**src/rtl/robot_odometry.sv**
```systemverilog
// ---------------------------------------------------------------------------
// robot_odometry
//
// Executes front/rotate movement commands from the wall-following controller.
// One command is accepted at a time. Each command drives timed turn and/or
// forward motor pulses, then commits the resulting heading, grid position
// and completed-move count.
//
// Parameters:
//   MOVE_CYCLES - cycles motor_fwd stays high per grid step (>= 1)
//   TURN_CYCLES - cycles motor_turn stays high per 90 deg CW turn (>= 1)
//   COORD_W     - width of each two's-complement position coordinate
//
// Ports:
//   clk         - clock, all state updates on the rising edge
//   reset       - synchronous, active-high reset
//   cmd_valid   - a command is present on front/rotate
//   front       - move one cell along the current heading
//   rotate      - rotate 90 deg clockwise (done before any move)
//   cmd_ready   - block is idle and accepts a command this cycle
//   motor_fwd   - forward motor enable
//   motor_turn  - turn motor enable
//   heading     - 0=N, 1=E, 2=S, 3=W
//   pos_x       - X coordinate, east positive
//   pos_y       - Y coordinate, north positive
//   step_count  - completed forward moves, saturating at 16'hFFFF
//   at_origin   - pos_x == 0 and pos_y == 0
// ---------------------------------------------------------------------------
module robot_odometry #(
    parameter int MOVE_CYCLES = 4,
    parameter int TURN_CYCLES = 2,
    parameter int COORD_W     = 8
) (
    input  logic               clk,
    input  logic               reset,
    input  logic               cmd_valid,
    input  logic               front,
    input  logic               rotate,
    output logic               cmd_ready,
    output logic               motor_fwd,
    output logic               motor_turn,
    output logic [1:0]         heading,
    output logic [COORD_W-1:0] pos_x,
    output logic [COORD_W-1:0] pos_y,
    output logic [15:0]        step_count,
    output logic               at_origin
);

    localparam int MAX_CYC = (MOVE_CYCLES > TURN_CYCLES) ? MOVE_CYCLES : TURN_CYCLES;
    localparam int CNT_W   = (MAX_CYC > 1) ? $clog2(MAX_CYC) : 1;

    // The counter counts down to zero; a state lasting N cycles loads N-1.
    localparam logic [CNT_W-1:0]   MOVE_LOAD = CNT_W'(MOVE_CYCLES - 1);
    localparam logic [CNT_W-1:0]   TURN_LOAD = CNT_W'(TURN_CYCLES - 1);
    localparam logic [COORD_W-1:0] COORD_ONE = COORD_W'(1);

    typedef enum logic [1:0] {
        IDLE = 2'd0,
        TURN = 2'd1,
        MOVE = 2'd2
    } state_t;

    state_t               state_q, state_d;
    logic [CNT_W-1:0]     cnt_q, cnt_d;
    logic                 front_q, front_d;
    logic [1:0]           heading_q, heading_d;
    logic [COORD_W-1:0]   pos_x_q, pos_x_d;
    logic [COORD_W-1:0]   pos_y_q, pos_y_d;
    logic [15:0]          step_q, step_d;
    logic                 accept;

    assign cmd_ready = (state_q == IDLE);
    assign accept    = cmd_valid & cmd_ready;

    always_ff @(posedge clk) begin
        if (reset) begin
            state_q   <= IDLE;
            cnt_q     <= '0;
            front_q   <= 1'b0;
            heading_q <= 2'd0;
            pos_x_q   <= '0;
            pos_y_q   <= '0;
            step_q    <= '0;
        end else begin
            state_q   <= state_d;
            cnt_q     <= cnt_d;
            front_q   <= front_d;
            heading_q <= heading_d;
            pos_x_q   <= pos_x_d;
            pos_y_q   <= pos_y_d;
            step_q    <= step_d;
        end
    end

    always_comb begin
        state_d    = state_q;
        cnt_d      = cnt_q;
        front_d    = front_q;
        heading_d  = heading_q;
        pos_x_d    = pos_x_q;
        pos_y_d    = pos_y_q;
        step_d     = step_q;
        motor_fwd  = 1'b0;
        motor_turn = 1'b0;

        unique case (state_q)
            IDLE: begin
                // Only front needs to be remembered: rotate is fully resolved
                // by the IDLE->TURN decision. Both-zero is a silent no-op.
                if (accept) begin
                    front_d = front;
                    if (rotate) begin
                        state_d = TURN;
                        cnt_d   = TURN_LOAD;
                    end else if (front) begin
                        state_d = MOVE;
                        cnt_d   = MOVE_LOAD;
                    end
                end
            end

            TURN: begin
                motor_turn = 1'b1;
                if (cnt_q == '0) begin
                    heading_d = heading_q + 2'd1;
                    if (front_q) begin
                        state_d = MOVE;
                        cnt_d   = MOVE_LOAD;
                    end else begin
                        state_d = IDLE;
                    end
                end else begin
                    cnt_d = cnt_q - 1'b1;
                end
            end

            MOVE: begin
                motor_fwd = 1'b1;
                if (cnt_q == '0) begin
                    state_d = IDLE;
                    unique case (heading_q)
                        2'd0: pos_y_d = pos_y_q + COORD_ONE;
                        2'd1: pos_x_d = pos_x_q + COORD_ONE;
                        2'd2: pos_y_d = pos_y_q - COORD_ONE;
                        2'd3: pos_x_d = pos_x_q - COORD_ONE;
                        default: ;
                    endcase
                    if (step_q != '1) begin
                        step_d = step_q + 16'd1;
                    end
                end else begin
                    cnt_d = cnt_q - 1'b1;
                end
            end

            default: state_d = IDLE;
        endcase
    end

    assign heading    = heading_q;
    assign pos_x      = pos_x_q;
    assign pos_y      = pos_y_q;
    assign step_count = step_q;
    assign at_origin  = (pos_x_q == '0) && (pos_y_q == '0);

endmodule

```
**config.mk**
```make
export PLATFORM = sky130hd
export DESIGN_NAME = robot_odometry
export DESIGN_NICKNAME = d
export VERILOG_FILES = /design/src/rtl/robot_odometry.sv
export SDC_FILE = /design/constraint.sdc
export NUM_CORES = 1
export LEC_CHECK = 0
export CAP_MARGIN = 20
export CORE_MARGIN = 2
export CORE_UTILIZATION = 45
export CTS_CLUSTER_DIAMETER = 60
export DETAILED_ROUTE_END_ITERATION = 10
export PLACE_DENSITY = 0.69
export SYNTH_ARGS = -nofsm -noshare
export SYNTH_HDL_FRONTEND = slang
export SYNTH_SLANG_ARGS = --single-unit
```
**constraint.sdc**
```tcl
create_clock -name clk -period 3 [get_ports clk]
set_input_delay 0.75 -clock clk [delete_from_list [all_inputs] [get_ports clk]]
set_output_delay 0.75 -clock clk [all_outputs]
set_load 0.05 [all_outputs]
```
Word-level counts from Yosys, hierarchy flattened
Index checks and enable logic that the tools add are counted.
{ "word_totals": {"register_bits": 39, "latch_bits": 0, "mem_bits_rw": 0, "romBits": 0, "input_bits": 5, "out_inout_bits": 38, "wordCells": 61, "n_memories": 0} }
{ "classes": {"addsub": 7, "n_mul": 0, "n_div": 0, "order_cmp": 0, "eq_ne": 12, "n_shift": 0, "mux": 18, "bitwise": 1, "reduce_logical": 16} }
{ "ops": {"columns": ["cell", "n"], "rows": [
  ["$pmux 8 s2", 2],
  ["$mux 2", 12],
  ["$add 16x1->16 const B", 1],
  ["$add 8x1->8 const B", 2],
  ["$logic_not 8->1", 2],
  ["$ne 16x16->1 const B", 1],
  ["$sub 8x1->8 const B", 2],
  ["$pmux 2 s3", 2],
  ["$reduce_and 3->1", 3],
  ["$eq 2x2->1 const B", 3],
  ["$logic_not 2->1", 3],
  ["$ne 2x2->1 const B", 3],
  ["$ne 3x3->1 const B", 2],
  ["$reduce_and 5->1", 1],
  ["$eq 2x1->1 const B", 2],
  ["$reduce_and 2->1", 2],
  ["$reduce_and 4->1", 1],
  ["$reduce_bool 2->1", 2],
  ["$reduce_bool 3->1", 1],
  ["$add 2x1->2 const B", 1],
  ["$mux 1", 2],
  ["$ne 2x1->1 const B", 1],
  ["$sub 2x1->2 const B", 1],
  ["$and 1x1->1", 1],
  ["$logic_and 1x1->1", 1]
]} }

Depth between registers and ports, before layout
Gate-level depths: netlist of the first run.
{ "depth": {"depth_word": 4, "mapped_depth": 10, "ltp_nobuf": 9} }

Worst setup path before layout of the first run
No wires, ideal clock.
{ "synth_timing": {"path_type": "register to register", "from": "register heading_q[0], in the netlist heading[0]", "to": "register pos_y_q[4], in the netlist pos_y[4]", "setup_ps": 121, "arrival_time_ps": 2813, "required_ps": 2879, "path_slack_ps": 66, "path_stages_with_launch": 11, "path_buffers": 1, "period_less_slack_ps": 2934, "cell_sequence": "dfxtp_1 > inv_1 > ha_1 > clkbuf_1 > xor2_1 > ha_1 > or3_1 > a21oi_1 > or4_1 > a21oi_1 > mux2_2"} }
{ "synth_via": {"elab_chain_len": 3, "word_cells_on_any_way": 5, "cone_classes": "1 x eq/ne; 1 x mux; 3 x reduce/logical"} }
{ "synth_lines": {"columns": ["element", "line", "text"], "rows": [
  ["from (decl)", "66", "logic [1:0] heading_q, heading_d;"],
  ["from (signal assigned)", "88", "heading_q <= heading_d;"],
  ["$eq 2x2->1 or $logic_not 2->1 (tied branches)", "141", "unique case (heading_q)"],
  ["$reduce_bool 2->1 (no source line)", null, null],
  ["$reduce_and 3->1 (no source line)", null, null],
  ["to (signal assigned)", "90", "pos_y_q <= pos_y_d;"],
  ["to (decl)", "68", "logic [COORD_W-1:0] pos_y_q, pos_y_d;"]
]} }
Several ways; a longest one is shown, not always the timed one.
A chain may end at the register's enable or synchronous reset.

Worst setup path after layout of the first run
{ "layout_timing": {"from": "register pos_y_q[4], in the netlist pos_y[4]", "to": "output port at_origin"} }
{ "layout_via": {"elab_chain_len": 2} }
{ "layout_lines": {"columns": ["element", "line", "text"], "rows": [
  ["$logic_not 8->1", "164", "assign at_origin = (pos_x_q == '0) && (pos_y_q == '0);"],
  ["$logic_and 1x1->1", "164", null],
  ["to (decl)", "46", "output logic at_origin"]
]} }
Every way passes these cells.

==> impl_metrics.toml, run 1 <==
[placed_design]
dp.final_hpwl_um = 4640
numPortBuffers = 42
dp_slack_ns = 0.460
place_congestion = 0.828
placed_area_sq_um = 3220

[synth]
synth-seq-area-share = 0.286
synth.distinct_cells = 57
avgSynthCellArea_sq_um = 7.90
yosys.area_share.simple = 0.299
synth-seq-cells = 39
synthXorXnorAreaFrac = 0.0673
synth_top_family_by_area = "simple AND/OR/NAND/NOR gates"
yosysWarnings = 0
syn_inst = 346
synthesis.area_sq_um = 2730
synth-edff-count = 0
synth_nets = 365
synthArstFlopShare = 0
ys.flop_type = "dfxtp_1"
synth-compound-area-share = 0.189
muxShareOfSynthArea = 0.0316
synthAdderAreaFrac = 0.0641

[critical_path]
reg2reg_from = "heading[0]"
slowest_stage = "clkdlybuf4s50_1"
cp-end-kind = "primary output"
cp-endpoint = "at_origin"
startpoint = "pos_y[4]"
reg2reg_depth = 9
crit_required_ns = 2.25
startpoint_type = "register"
crit_arrival_ns = 2.10
slowest_delay_ns = 0.80
r2r-end = "pos_y[4]"
path_cells = "nor4_1 > nand2_1 > nor2_1 > clkdlybuf4s50_1"
critical_path_class = "register to primary output"
crit_fanout = 13
rrSetupSlack_ns = 0.50

[sta]
final_hold_viol_count = 0
rsz0062_at_grt = "false"
max_freq_mhz = 351
max-slew-margin-rel = 0.352
slew_violations = 0
skew_ns = 0.00591
fin_tns_setup_ns = 0
worst_slack_ns = 0.149
worstMarginPinSlew_ns = 0.968
fin_crit_ns = 2.85
finalCritPeriodShare = 0.950
setup_viol = 0

[drt]
drtIter0Drc = 202
drcViolationCount = 0
firstDrtPassIters = 5
wl_per_cell_um = 13.9
totalWireLength_um = 6430
routed_via_density = 5.68
final_antenna_net_count = 0
via_count = 2623

[global_routing]
grt_use_total = 0.202
grt_first_pass_wirelength_um = 10800
grt_pass1_vias = 2386
antenna_found_initial = 0
grt_max_degree = 27
overflow = 0

[layout]
antennaDiodeCount = 0
final_area_sq_um = 3320
fin_nets = 405
syn2layout_area_growth_pct = 21.6
fillers = 570
drive_gt1_frac = 0.0982

[cts]
htreeDepth = 2
cts_tree = "yes"
post_cts_buffers = 0
ctsResizeCount = 0
worstSkewPairLatency_ns = 0.29
clock-root-buffer = "clkbuf_8"
cts_sinks = 39
clk_pin_slew_ns = 0.08
holdBufCountCts = 0
cts_buffer_depth = 2
numCtsBuffers = 5

[pwr]
swShare = 0.379
power_frac_seq = 0.393
pwr-share-clk = 0.260
p_comb_frac = 0.346
vdd_drop_max_mv = 0.310
p_sw_mw = 0.577
p_leak_nw = 1.25
p_per_area_nw_per_um2 = 458
p_int_mw = 0.944

[job]
max-cap-violations = 0

[die]
ios = 43
die_area_sq_um = 6710
fp.dieH_um = 81.9
rows = 28
die_w_um = 81.9
placeableCoreArea_sq_um = 5890
start_util = 0.464

[hold_path]
hp-class = "register to register"
hp-start = "cnt_q[1]"

[run_status]
status = "finished clean"
cell usage in the layout (no fill, tap or decap), types with 2 or more instances in the layout:
| cell | Yosys | layout |
|---|---|---|
| nor2_1 | 43 | 43 |
| clkdlybuf4s50_1 | 0 | 42 |
| dfxtp_1 | 39 | 39 |
| nand2_1 | 28 | 28 |
| a21oi_1 | 18 | 18 |
| xor2_1 | 15 | 15 |
| inv_1 | 14 | 14 |
| ha_1 | 14 | 14 |
| nand3_1 | 13 | 13 |
| buf_4 | 2 | 13 |
| o21ai_0 | 11 | 11 |
| nor4_1 | 10 | 10 |
| o211ai_1 | 10 | 10 |
| and3_1 | 8 | 8 |
| nor2b_1 | 8 | 8 |
| nor3_1 | 7 | 7 |
| clkbuf_8 | 1 | 7 |
| or3_1 | 6 | 6 |
| xnor2_1 | 6 | 6 |
| a211oi_1 | 6 | 6 |
| nand4_1 | 5 | 5 |
| mux2_2 | 5 | 5 |
| a31oi_1 | 4 | 4 |
| o2111ai_1 | 4 | 4 |
| nand4b_1 | 4 | 4 |
| and2_1 | 3 | 3 |
| o221a_2 | 3 | 3 |
| or4_1 | 3 | 3 |
| a41oi_1 | 3 | 3 |
| mux2i_1 | 3 | 3 |
| and2b_2 | 2 | 2 |
| or2b_2 | 2 | 2 |
| o31ai_1 | 2 | 2 |
| or3b_2 | 2 | 2 |
| o2bb2ai_1 | 2 | 2 |
| and4_1 | 2 | 2 |
| a22oi_1 | 2 | 2 |
through the flow:
step,std cells,util,power (mW),hold slack [ns]
after detailed placement,454,0.548,1.14,0.456
final,462,0.565,1.52,0.469
after floorplan,346,-,0.981,0.444
after global placement,454,0.548,1.13,0.462
after CTS,462,0.565,1.53,0.472
after global routing,462,0.565,1.60,0.505
flip-flops by register name, indices dropped and copies added (netlist names):
name and flops:
pos_y 8, state_q 2, step_count 16, pos_x 8
front_q 1, cnt_q 2, heading 2
logic make-up (layout without fill, tap and decap cells):
group,count (synthesis),count (layout)
compound gates,74,74
fa+ha+maj,14,14
simple gates,154,154
buf+inv,36,77
flops,39,39
mux,8,8
xor+xnor,21,21
metal layers:
| layer | wire (um) | GRT usage | part of all wire | vias to the layer above |
|---|---|---|---|---|
| met1 | 3110 | 0.272 | 0.48 | 1215 |
| met2 | 2970 | 0.330 | 0.46 | 66 |
| met3 | 284 | 0.0429 | 0.044 | 7 |
| li1 | - | - | - | 1335 |
| met4 | 56 | 0.0483 | 0.0087 | 0 |
| met5 | 0 | 0 | 0 | - |
cells in the mapped netlist (9+ instances only):
| cell | instances | area [sq um] |
|---|---|---|
| a21oi_1 | 18 | 90.1 |
| clkbuf_1 | 9 | 33.8 |
| dfxtp_1 | 39 | 781 |
| ha_1 | 14 | 175 |
| inv_1 | 14 | 52.6 |
| nand2_1 | 28 | 105 |
| nand3_1 | 13 | 65.1 |
| nor2_1 | 43 | 161 |
| nor4_1 | 10 | 62.6 |
| o211ai_1 | 10 | 75.1 |
| o21ai_0 | 11 | 55.1 |
| xor2_1 | 15 | 131 |
power groups by stage:
stage	combinational, mW	sequential [mW]	clock (mW)
3_5_place_dp	0.529	0.610	0
3_3_place_gp	0.519	0.609	0
4_1_cts	0.530	0.598	0.407
6_report	0.527	0.598	0.396
5_1_grt	0.574	0.606	0.425
2_1_floorplan	0.314	0.667	0
worst min path at each step:
stage	depth (start not counted)	slack [ns]	endpoint
after floorplan	2	0.44	cnt_q[1]
after global placement	2	0.46	cnt_q[1]
after detailed placement	2	0.46	cnt_q[1]
after CTS	2	0.47	cnt_q[1]
after global routing	2	0.50	cnt_q[1]
final	2	0.47	cnt_q[1]
area by class of cell:
type                    instances  area (sq um)  area share
repair buffers                 55           518       0.156
well taps                      75          93.8      0.0282
inverters                      14          52.6      0.0158
multi-input cells             271          1780       0.535
flip-flops and latches         39           781       0.235
clock buffers                   8           100      0.0301
critical path, delay by kind of cell, from the launching register on:
| kind | cells | cell delay (ns) |
|---|---|---|
| buf+inv | 1 | 0.80 |
| simple gates | 3 | 0.58 |
| flops | 1 | 0.42 |
No activity file was read; power rests on OpenSTA's default activity.
==> run 2, diff against run 1 <==
--- a/config.mk
+++ b/config.mk
@@ -11,6 +11,7 @@
 export CTS_CLUSTER_DIAMETER = 60
 export DETAILED_ROUTE_END_ITERATION = 10
 export PLACE_DENSITY = 0.69
+export SLEW_MARGIN = 20
 export SYNTH_ARGS = -nofsm -noshare
 export SYNTH_HDL_FRONTEND = slang
 export SYNTH_SLANG_ARGS = --single-unit
==> constraint.sdc (replaced) <==
create_clock -name clk -period 3.4 [get_ports clk]
set_input_delay 0.85 -clock clk [delete_from_list [all_inputs] [get_ports clk]]
set_output_delay 0.85 -clock clk [all_outputs]
set_load 0.05 [all_outputs]
==> run 2 against run 1 <==
  * Non-clock buffer count is 10 lower
  * Hold slack better by 0.0044 ns
  * Register-to-register slack better by 0.13 ns
  * Die area is the same
  * Clock-buffer cell count down 2
  * Total power shrank 8.2%
  * Flip-flop and latch count unchanged
  * Cell count fell by 2.2%
  * Wire length shrank 4.1%
  * Sequential power shrank 10%
  * Clock power is 5% higher
  * Global-route usage shrank 0.98 points
  * Largest power group unchanged
==> impl_metrics.toml, run 2 (synthesized netlist as in run 1, its figures left out) <==
[global_routing]
grt_max_degree = 47
overflow = 0
grt_first_pass_wirelength_um = 10400
grt_pass1_vias = 2254
antenna_found_initial = 0
grt_use_total = 0.193

[critical_path]
reg2reg_from = "heading[1]"
reg2reg_depth = 8
crit_arrival_ns = 2.12
rrSetupSlack_ns = 0.63
crit_required_ns = 2.55
cp-end-kind = "primary output"
cp-endpoint = "at_origin"
r2r-end = "pos_x[4]"
crit_fanout = 13
startpoint = "pos_x[4]"
startpoint_type = "register"
critical_path_class = "register to primary output"

[layout]
drive_gt1_frac = 0.0769
instances_no_fill = 452
post-route-util = 0.555
fin_nets = 395
layout_commonest_cell = "nor2_1"
antennaDiodeCount = 0
syn2layout_area_growth_pct = 19.5
layout_common_cells = "nor2_1 (43), clkdlybuf4s50_1 (42), dfxtp_1 (39)"
largest_reg_flops = 16
final_area_sq_um = 3270

[pwr]
vdd_drop_max_mv = 0.230
p_per_area_nw_per_um2 = 427
p_leak_nw = 1.21
power_mw = 1.40

[drt]
drcViolationCount = 0
totalWireLength_um = 6160
via_count = 2592
met2_length_um = 2830
wl_met1_um = 3030
firstDrtPassIters = 4
wl_per_cell_um = 13.6
highest_layer = "met4"
wl_met3_um = 250
routed_via_density = 5.73
drtIter0Drc = 164
final_antenna_net_count = 0

[die]
placeableCoreArea_sq_um = 5890
ios = 43
die_area_sq_um = 6710
fp.dieH_um = 81.9
rows = 28
start_util = 0.464
die_w_um = 81.9

[sta]
fin_crit_ns = 2.97
fin_hold_ws_ns = 0.473
rsz0062_at_grt = "false"
setup_viol = 0
max_freq_mhz = 337
max-slew-margin-rel = 0.371
fin_tns_setup_ns = 0
worst_slack_ns = 0.431
slew_violations = 0
finalCritPeriodShare = 0.873
skew_ns = 0.00578
worstMarginPinSlew_ns = 0.940
final_hold_viol_count = 0

[cts]
clock-root-buffer = "clkbuf_8"
post_cts_buffers = 0
ctsResizeCount = 0
cts_sinks = 39
numCtsBuffers = 5
clk_pin_slew_ns = 0.08
cts_buffer_depth = 2
worstSkewPairLatency_ns = 0.29
htreeDepth = 2
holdBufCountCts = 0
cts_tree = "yes"

[hold_path]
hp-class = "register to register"

[placed_design]
numPortBuffers = 42
dp.final_hpwl_um = 4290
placed_area_sq_um = 3150
place_congestion = 0.880
dp.cells = 444
dp_slack_ns = 0.647

[job]
max-cap-violations = 0

[run_status]
status = "finished clean"
==> run 2: changes by cell type in the layout (fill, tap and decap cells not counted), sizes merged <==
cell and change:
buf -10, clkbuf -2, bufinv +1, clkinv +1
==> run 2: cell type report <==
class / instances / area, sq um
fillers: 583 / 2620
multi-input cells: 271 / 1780
flip-flops and latches: 39 / 781
repair buffers: 45 / 443
well taps: 75 / 93.8
clock buffers: 6 / 82.6
inverters: 14 / 52.6
clock inverters: 2 / 35.0
==> run 2: worst min path at each step <==
stage	to	startpoint	cells after the start
floorplan	cnt_q[1]	cnt_q[1]	2
global placement	cnt_q[1]	cnt_q[1]	2
detailed placement	cnt_q[1]	cnt_q[1]	2
CTS	front_q	front_q	2
global route	front_q	front_q	2
finish	cnt_q[1]	cnt_q[1]	2
==> run 2: worst max-delay path, stage by stage, from the launching register on <==
cell             delay (ns)
dfxtp_1                0.43
nor4_1                 0.40
nand2_1                0.09
nor2_1                 0.10
clkdlybuf4s50_1        0.81
==> run 2: layer usage <==
| layer | global-route usage | vias to the layer above |
|---|---|---|
| met5 | 0 | - |
| met4 | 0.0400 | 0 |
| met3 | 0.0363 | 6 |
| met2 | 0.317 | 61 |
| met1 | 0.262 | 1217 |
| li1 | - | 1308 |
==> run 2: power by group <==
part	total (mW)	leakage (nW)	switching [mW]	internal (mW)
sequential	0.536	0.316	0.0456	0.490
clock	0.415	0.0612	0.177	0.238
combinational	0.445	0.832	0.295	0.151
==> run 3, diff against run 2 <==
--- a/config.mk
+++ b/config.mk
@@ -5,6 +5,7 @@
 export SDC_FILE = /design/constraint.sdc
 export NUM_CORES = 1
 export LEC_CHECK = 0
+export ABC_CLOCK_PERIOD_IN_PS = 3150
 export CAP_MARGIN = 20
 export CORE_MARGIN = 2
 export CORE_UTILIZATION = 45
@@ -15,3 +16,4 @@
 export SYNTH_ARGS = -nofsm -noshare
 export SYNTH_HDL_FRONTEND = slang
 export SYNTH_SLANG_ARGS = --single-unit
+export TNS_END_PERCENT = 10
==> constraint.sdc (replaced) <==
create_clock -name clk -period 3.15 [get_ports clk]
set_input_delay 0.7875 -clock clk [delete_from_list [all_inputs] [get_ports clk]]
set_output_delay 0.7875 -clock clk [all_outputs]
set_load 0.05 [all_outputs]
==> run 3 against run 2 <==
  * Total power up 1.3%
  * Clock power down 17%
  * Sequential share of layout area down 0.20 points
  * First-iteration DRC count down 3.7%
  * Via count up 2.7%
  * Critical path type unchanged
  * Clock skew up 0.0041 ns
  * Final area up 0.84%
  * Hold slack better by 0.0058 ns
==> impl_metrics.toml, run 3 (synthesized netlist as in run 1, its figures left out) <==
[layout]
final_area_sq_um = 3290
fin_nets = 403
drive_gt1_frac = 0.0935
syn2layout_area_growth_pct = 20.5
largest_reg_flops = 16
layout_commonest_cell = "nor2_1"
layout_common_cells = "nor2_1 (43), clkdlybuf4s50_1 (42), dfxtp_1 (39)"
fillers = 584
antennaDiodeCount = 0

[placed_design]
dp.final_hpwl_um = 4660
placed_area_sq_um = 3210
numPortBuffers = 42
place_congestion = 0.829

[cts]
clk_pin_slew_ns = 0.09
ctsResizeCount = 0
post_cts_buffers = 0
cts_buffer_depth = 2
worstSkewPairLatency_ns = 0.30
cts_tree = "yes"
holdBufCountCts = 0
cts_sinks = 39
htreeDepth = 2
numCtsBuffers = 5
clock-root-buffer = "clkbuf_8"

[critical_path]
critical_path_class = "register to primary output"
startpoint_type = "register"
crit_arrival_ns = 2.14
crit_required_ns = 2.36
reg2reg_from = "heading[1]"
crit_fanout = 13
cp-end-kind = "primary output"
rrSetupSlack_ns = 0.65
reg2reg_depth = 5
r2r-end = "pos_x[7]"

[hold_path]
hp-start = "cnt_q[1]"
hp-class = "register to register"
hold_end = "cnt_q[1]"
worstHoldPathCells = 2

[sta]
fin_crit_ns = 2.93
setup_viol = 0
rsz0062_at_grt = "false"
fin_tns_setup_ns = 0
max_freq_mhz = 342
finalCritPeriodShare = 0.929
skew_ns = 0.00990
final_hold_viol_count = 0
worstMarginPinSlew_ns = 0.992
slew_violations = 0
max-slew-margin-rel = 0.336

[drt]
via_count = 2663
drtIter0Drc = 158
drcViolationCount = 0
final_antenna_net_count = 0
firstDrtPassIters = 4
totalWireLength_um = 6580
wl_per_cell_um = 14.3
routed_via_density = 5.79

[global_routing]
grt_first_pass_wirelength_um = 11100
grt_use_total = 0.207
grt_pass1_vias = 2358
overflow = 0
antenna_found_initial = 0
grt_max_degree = 33

[die]
placeableCoreArea_sq_um = 5890
die_area_sq_um = 6710
rows = 28
fp.dieH_um = 81.9
ios = 43
start_util = 0.464
die_w_um = 81.9

[pwr]
p_leak_nw = 1.23
p_per_area_nw_per_um2 = 429
vdd_drop_max_mv = 0.308

[run_status]
status = "finished clean"

[job]
max-cap-violations = 0
[run 3: cell types whose count changed in the layout (fill, tap and decap cells not counted)]
| cell | before | now |
|---|---|---|
| clkbuf_1 | 0 | 1 |
| buf_4 | 3 | 11 |
| clkbuf_8 | 6 | 5 |
| bufinv_16 | 1 | 0 |
| clkinvlp_4 | 0 | 1 |
[run 3: area by class of cell]
type                       instances  area (sq um)  share of cell area
sequential                        39           781               0.237
clock buffer                       6          72.6              0.0220
timing repair buffer              53           503               0.153
clock inverter                     2          12.5             0.00380
inverter                          14          52.6              0.0160
multi-input combinational        271          1780               0.540
tap                               75          93.8              0.0285
[run 3: routing by layer]
metal  global-route usage  vias to the layer above  wire, um
met5                    0                        -         0
met4               0.0617                        0        38
met3               0.0374                        4       352
met2                0.333                       81      3080
met1                0.283                     1254      3110
li1                     -                     1324         -
[run 3: where the power goes]
group          leakage (nW)  switching [mW]  internal, mW  total, mW
Combinational         0.875           0.329         0.169      0.498
Clock                0.0412           0.190         0.155      0.345
Sequential            0.316          0.0412         0.529      0.570
[run 3: critical path, stage by stage, from the launching register on]
cell and delay [ns]:
dfxtp_1 0.42, nor4_1 0.40, nand2_1 0.08, nor2_1 0.12
clkdlybuf4s50_1 0.81
[run 3: stage by stage]
stage | setup WS [ns] | power (mW) | utilization | instances | hold WS, ns
finish | 0.225 | 1.41 | 0.560 | 460 | 0.479
global route | 0.0790 | 1.49 | 0.560 | 460 | 0.516
CTS | 0.209 | 1.42 | 0.560 | 460 | 0.485
detailed placement | 0.546 | 1.08 | 0.545 | 452 | 0.473
global placement | 0.566 | 1.07 | 0.545 | 452 | 0.461
floorplan | 0.216 | 0.934 | - | 346 | 0.444
[run 3: how the worst max path moves through the flow]
stage,startpoint,slack (ns),to
CTS,pos_y[4],0.21,at_origin
finish,pos_y[4],0.22,at_origin
detailed placement,pos_y[4],0.55,at_origin
global route,pos_y[4],0.08,at_origin
global placement,pos_y[4],0.57,at_origin
floorplan,heading[0],0.22,pos_y[4]
==> patch 1: new RTL, config.mk and constraints of run 2 <==
`TURN_CYCLES`: 2 -> 4.
--- a/src/rtl/robot_odometry.sv
+++ b/src/rtl/robot_odometry.sv
@@ -30,3 +30,3 @@
     parameter int MOVE_CYCLES = 4,
-    parameter int TURN_CYCLES = 2,
+    parameter int TURN_CYCLES = 4,
     parameter int COORD_W     = 8
Check against the original RTL: not equivalent (a bounded check fails within 4 cycles, from zero or initial values and one cycle with reset high).
==> patch 1 against run 2 <==
- largest cell class unchanged
- clock skew fell by 0.0036 ns
- critical path type unchanged
- final area barely moved
- setup slack worse by 0.032 ns
- count of clock-buffer cells in the layout stayed put
- wire length rose by 5.2%
- sequential cell count did not move
- synthesized area grew 0.87%
- synthesized cell count rose by 0.58%
- power down 6.9%
==> patch 1: results (changes against run 2) <==
| Metric | Value |
|---|---|
| Synthesized net count | `367 (+0.55%)` |
| Via count of the first global-routing pass | `2455 (+8.9%)` |
| Largest net degree at the start of global routing | `45 (-4.3%)` |
| Slowest CP cell | `clkdlybuf4s50_1` |
| Top FF cell, synth | `dfxtp_1` |
| Clock transition at path regs | `0.08 ns (about the same)` |
| First-pass GRT wire length | `11000 µm (+6.0%)` |
| CP max FO | `13 (unchanged)` |
| Fillers | `565 (-3.1%)` |
| Clk buf depth | `2 (unchanged)` |
| Net count reported at finish | `398 (+0.76%)` |
| Post-cts sizing count | `0 (unchanged)` |
| 1st-iter DRT viols | `194 (+18%)` |
| Worst-Margin Slew | `0.893 ns (-0.0470 ns)` |
| Yosys cell types | `58 (+1.8%)` |
| GRT Util Overall | `20.4% (+1.1 points)` |
| Vias per cell | `5.78 (+0.72%)` |
| Min Hold Slack | `0.482 ns (+0.00865 ns)` |
| Status | `finished clean` |
| Worst VDD drop | `254 µV (+10%)` |
| Routability cong. | `0.922 (+4.8%)` |
| Synth top cells by count | `nor2_1 (44), dfxtp_1 (39), nand2_1 (28)` |
| Worst Skew | `0.00214 ns (-0.00364 ns)` |
| Detailed Route WL | `6480 µm (+5.2%)` |
| P_leak | `1.20 nW (-1.2%)` |
| Compound-Gate Fraction of Synth Area | `18.6% (-0.25 points)` |
| Root Driver | `clkbuf_8` |
| Sequential area share after synthesis | `28.3% (-0.25 points)` |
| Critical Path Max Stage Delay | `0.81 ns (about the same)` |
| Post-Synth Adder-Cell Area | `6.35% (-0.055 points)` |
| HP Start | `front_q$_SDFFE_PP0P_` |
| XOR/XNOR Fraction of Synth Area | `6.99% (+0.26 points)` |
| Placed cell count | `447 (+0.68%)` |
| Hold path endpoint | `front_q$_SDFFE_PP0P_` |
| Synth Warn # | `0 (unchanged)` |
| Cell Int Power | `789 µW (-10%)` |
| Post-DP HPWL | `4530 µm (+5.6%)` |
| Mux cell area share after synthesis | `3.13% (-0.027 points)` |
| H-tree depth | `2 (unchanged)` |
| Mapped Cells | `348 (+0.58%)` |
| Vias post-DR | `2628 (+1.4%)` |
| Share of post-route cells with drive strength above 1 | `7.89% (+0.20 points)` |
| Top area cells in the synthesized netlist | `dfxtp_1 (28%), ha_1 (6.4%), nor2_1 (6.0%)` |
| Num CTS Buffers | `5 (unchanged)` |
| Reg2Reg Setup Slack | `0.56 ns (-0.07 ns)` |
| WP data arrival | `2.15 ns (+0.03 ns)` |
-- patch 1: cell count changes in the layout (fill, tap and decap cells not counted), sizes merged, moves of 2 or more --
cell	delta
nand3	+2
o21ai	-2
nor3	-2
xor2	-10
nor4	+2
o211ai	-4
xnor2	+11
and3	-3
a21oi	+5
o211a	+2
-- patch 1: stage by stage --
step	worst slack [ns]	cell area, µm²
floorplan	0.466	2760
global placement	0.724	3180
detailed placement	0.602	3180
CTS	0.385	3260
global route	0.208	3260
finish	0.399	3260
-- patch 1: worst max path at each step --
stage / to / start / slack (ns)
2_1_floorplan: pos_y[4]$_SDFFE_PP0P_ / heading[0]$_SDFFE_PP0P_ / 0.47
3_3_place_gp: pos_x[4]$_SDFFE_PP0P_ / heading[1]$_SDFFE_PP0P_ / 0.72
3_5_place_dp: pos_x[4]$_SDFFE_PP0P_ / heading[1]$_SDFFE_PP0P_ / 0.60
4_1_cts: at_origin / pos_y[4]$_SDFFE_PP0P_ / 0.38
5_1_grt: at_origin / pos_y[4]$_SDFFE_PP0P_ / 0.21
6_report: at_origin / pos_y[4]$_SDFFE_PP0P_ / 0.40
-- patch 1: area by class of cell --
| class | count | area [µm²] | area share (%) |
|---|---|---|---|
| Clock buffer | 6 | 72.6 | 2.22 |
| Clock inverter | 2 | 12.5 | 0.383 |
| Tap cell | 75 | 93.8 | 2.88 |
| Inverter | 15 | 56.3 | 1.73 |
| Multi-Input combinational cell | 272 | 1800 | 55.1 |
| Sequential cell | 39 | 781 | 23.9 |
| Timing Repair Buffer | 46 | 450 | 13.8 |
-- patch 1: layer usage --
metal,wire (µm),global-route usage (%),vias up
li1,-,-,1319
met1,3060,27.1,1220
met2,2960,33.1,81
met3,383,3.80,8
met4,83,6.50,0
met5,0,0,-
-- patch 1: kinds of logic (layout without fill, tap and decap cells) --
| logic type | Yosys count | after routing |
|---|---|---|
| xor gates and xnor gates | 22 | 22 |
| AOI/OAI and AO/OA | 73 | 73 |
| muxes | 8 | 8 |
| adders and majority gates | 14 | 14 |
| buffers and inverters | 37 | 69 |
| and+or+nand+nor | 155 | 155 |
| DFF | 39 | 39 |
-- patch 1: power groups by stage --
stage / combinational [mW] / sequential (mW) / clock [mW]
2_1_floorplan: 0.278 / 0.588 / 0
3_3_place_gp: 0.444 / 0.543 / 0
3_5_place_dp: 0.450 / 0.545 / 0
4_1_cts: 0.453 / 0.533 / 0.327
5_1_grt: 0.489 / 0.541 / 0.346
6_report: 0.448 / 0.534 / 0.318
==> patch 2: new RTL, config.mk and constraints of run 2 <==
Without the edit above. The 3 states of `state_t` get a one-hot encoding in 3 bits.
--- a/src/rtl/robot_odometry.sv
+++ b/src/rtl/robot_odometry.sv
@@ -56,6 +56,6 @@
 
-    typedef enum logic [1:0] {
-        IDLE = 2'd0,
-        TURN = 2'd1,
-        MOVE = 2'd2
+    typedef enum logic [2:0] {
+        IDLE = 3'b001,
+        TURN = 3'b010,
+        MOVE = 3'b100
     } state_t;
Check against the original RTL: no difference found for any inputs over 10 cycles, from zero or initial values and one cycle with reset high; not proved beyond that.
==> patch 2 against run 2 <==
- wire length down 9.9%
- setup slack worse by 0.086 ns
- synthesized area is 5.3% lower
- final area shrank 5.2%
- final cell count fell by 5.5%
- sequential cell count rose by 1
- die area decreased by 5.0%
- critical path type unchanged
- highest routed layer unchanged
Power is not compared: it rests on default switching activity, and its combinational part moved more than twofold at a synthesized area within 25%.
==> patch 2: results (changes against run 2) <==
| Metric | Value |
|---|---|
| Status | `finished clean` |
| WP data arrival | `2.20 ns (+0.08 ns)` |
| Largest net degree at the start of global routing | `49 (+4.3%)` |
| Share of post-route cells with drive strength above 1 | `6.20% (-1.5 points)` |
| HP Class | `reg -> reg` |
| First-pass GRT wire length | `9540 µm (-8.2%)` |
| Post-cts sizing count | `0 (unchanged)` |
| PortBufs | `42 (unchanged)` |
| Post-DP HPWL | `3820 µm (-11%)` |
| Fillers | `524 (-10%)` |
| Num CTS Buffers | `5 (unchanged)` |
| R2R depth | `8 (unchanged)` |
| Synthesized net count | `340 (-6.8%)` |
| Vias post-DR | `2358 (-9.0%)` |
| GRT Util Overall | `18.2% (-1.0 points)` |
| Synth-to-Final Area Change | `19.6% (about the same)` |
| Sequential area share after synthesis | `30.9% (+2.4 points)` |
| Worst Skew | `0.00579 ns (+0.0000165 ns)` |
| Detailed Route WL | `5550 µm (-9.9%)` |
| HP Start | `cnt_q[1]$_SDFFE_PP0P_` |
| Synth top cells by count | `nor2_1 (48), dfxtp_1 (40), nand2_1 (19), xor2_1 (19)` |
| Avg Synthesized Cell Area | `7.97 µm² (+0.86%)` |
| N_diodes | `0 (unchanged)` |
| Reg2Reg Setup Slack | `0.71 ns (+0.08 ns)` |
| Via count of the first global-routing pass | `2103 (-6.7%)` |
| Worst-Margin Slew | `0.560 ns (-0.380 ns)` |
| Ys async rst share | `0% (unchanged)` |
| CP max FO | `11 (-2)` |
| Routability cong. | `0.834 (-5.2%)` |
| Layout Cells excl Fill | `427 (-5.5%)` |
| Antenna violations before repair | `0 (unchanged)` |
| Placed cell count | `420 (-5.4%)` |
| Crit path from | `pos_x[3]$_SDFFE_PP0P_` |
| Max reg flops | `16 (unchanged)` |
| Worst flop-to-flop path endpoint | `pos_x[4]$_SDFFE_PP0P_` |
| Top area cells in the synthesized netlist | `dfxtp_1 (31%), nor2_1 (7.0%), xor2_1 (6.4%)` |
| Yosys cell types | `56 (-1.8%)` |
| Net count reported at finish | `370 (-6.3%)` |
| R2r startpoint | `heading[0]$_SDFFE_PP0P_` |
| 1st-pass router iterations | `4 (unchanged)` |
| 1st-iter DRT viols | `181 (+10%)` |
| Top FF cell, synth | `dfxtp_1` |
[patch 2: through the flow]
stage | total power, mW | worst slack (ns) | hold slack, ns | instance area (µm²)
3_5_place_dp | 0.610 | 0.656 | 0.489 | 3020
6_report | 0.904 | 0.345 | 0.496 | 3100
4_1_cts | 0.918 | 0.324 | 0.507 | 3100
3_3_place_gp | 0.608 | 0.741 | 0.478 | 3020
5_1_grt | 0.950 | 0.225 | 0.540 | 3100
2_1_floorplan | 0.576 | 0.436 | 0.464 | 2590
[patch 2: critical path, stage by stage (launching register included)]
cell and delay (ns):
dfxtp_1 0.41, nor4_1 0.44, nand3_1 0.13, nor2_1 0.12, clkdlybuf4s50_1 0.81
[patch 2: area by class of cell]
class	count	area share, %
multi-input cells	250	52.7
flip-flops and latches	40	25.9
repair buffers	45	14.3
well taps	72	2.91
clock buffers	5	2.22
inverters	13	1.58
clock inverters	2	0.404
[patch 2: how the worst min path moves through the flow]
stage,cells past startpoint,endpoint,slack [ns]
floorplan,2,cnt_q[1]$_SDFFE_PP0P_,0.46
global placement,2,cnt_q[1]$_SDFFE_PP0P_,0.48
detailed placement,2,cnt_q[1]$_SDFFE_PP0P_,0.49
CTS,2,cnt_q[0]$_SDFFE_PP0P_,0.51
global route,2,cnt_q[1]$_SDFFE_PP0P_,0.54
finish,2,cnt_q[1]$_SDFFE_PP0P_,0.50
[patch 2: cell families (layout without fill, tap and decap cells)]
kind of cell,count (synthesis),in the layout,synth area share [%]
and+or+nand+nor,148,148,30.5
AOI/OAI and AO/OA,53,53,13.7
DFF,40,40,30.9
buffers and inverters,35,65,5.99
xor gates and xnor gates,26,26,8.80
muxes,13,13,5.22
adders and majority gates,10,10,4.83
[patch 2: routing by layer]
metal	vias to the layer above	global-route usage, %	wire (µm)	part of all wire, %
met2	55	30.7	2550	46
li1	1208	-	-	-
met4	0	4.07	26	0.47
met5	-	0	0	0
met1	1091	24.3	2740	49
met3	4	3.28	243	4.4
[patch 2: power by group through the flow]
stage | sequential, mW | combinational (mW) | clock [mW]
detailed placement | 0.500 | 0.110 | 0
global route | 0.490 | 0.119 | 0.341
floorplan | 0.510 | 0.0662 | 0
global placement | 0.499 | 0.109 | 0
finish | 0.489 | 0.110 | 0.306
CTS | 0.488 | 0.111 | 0.319
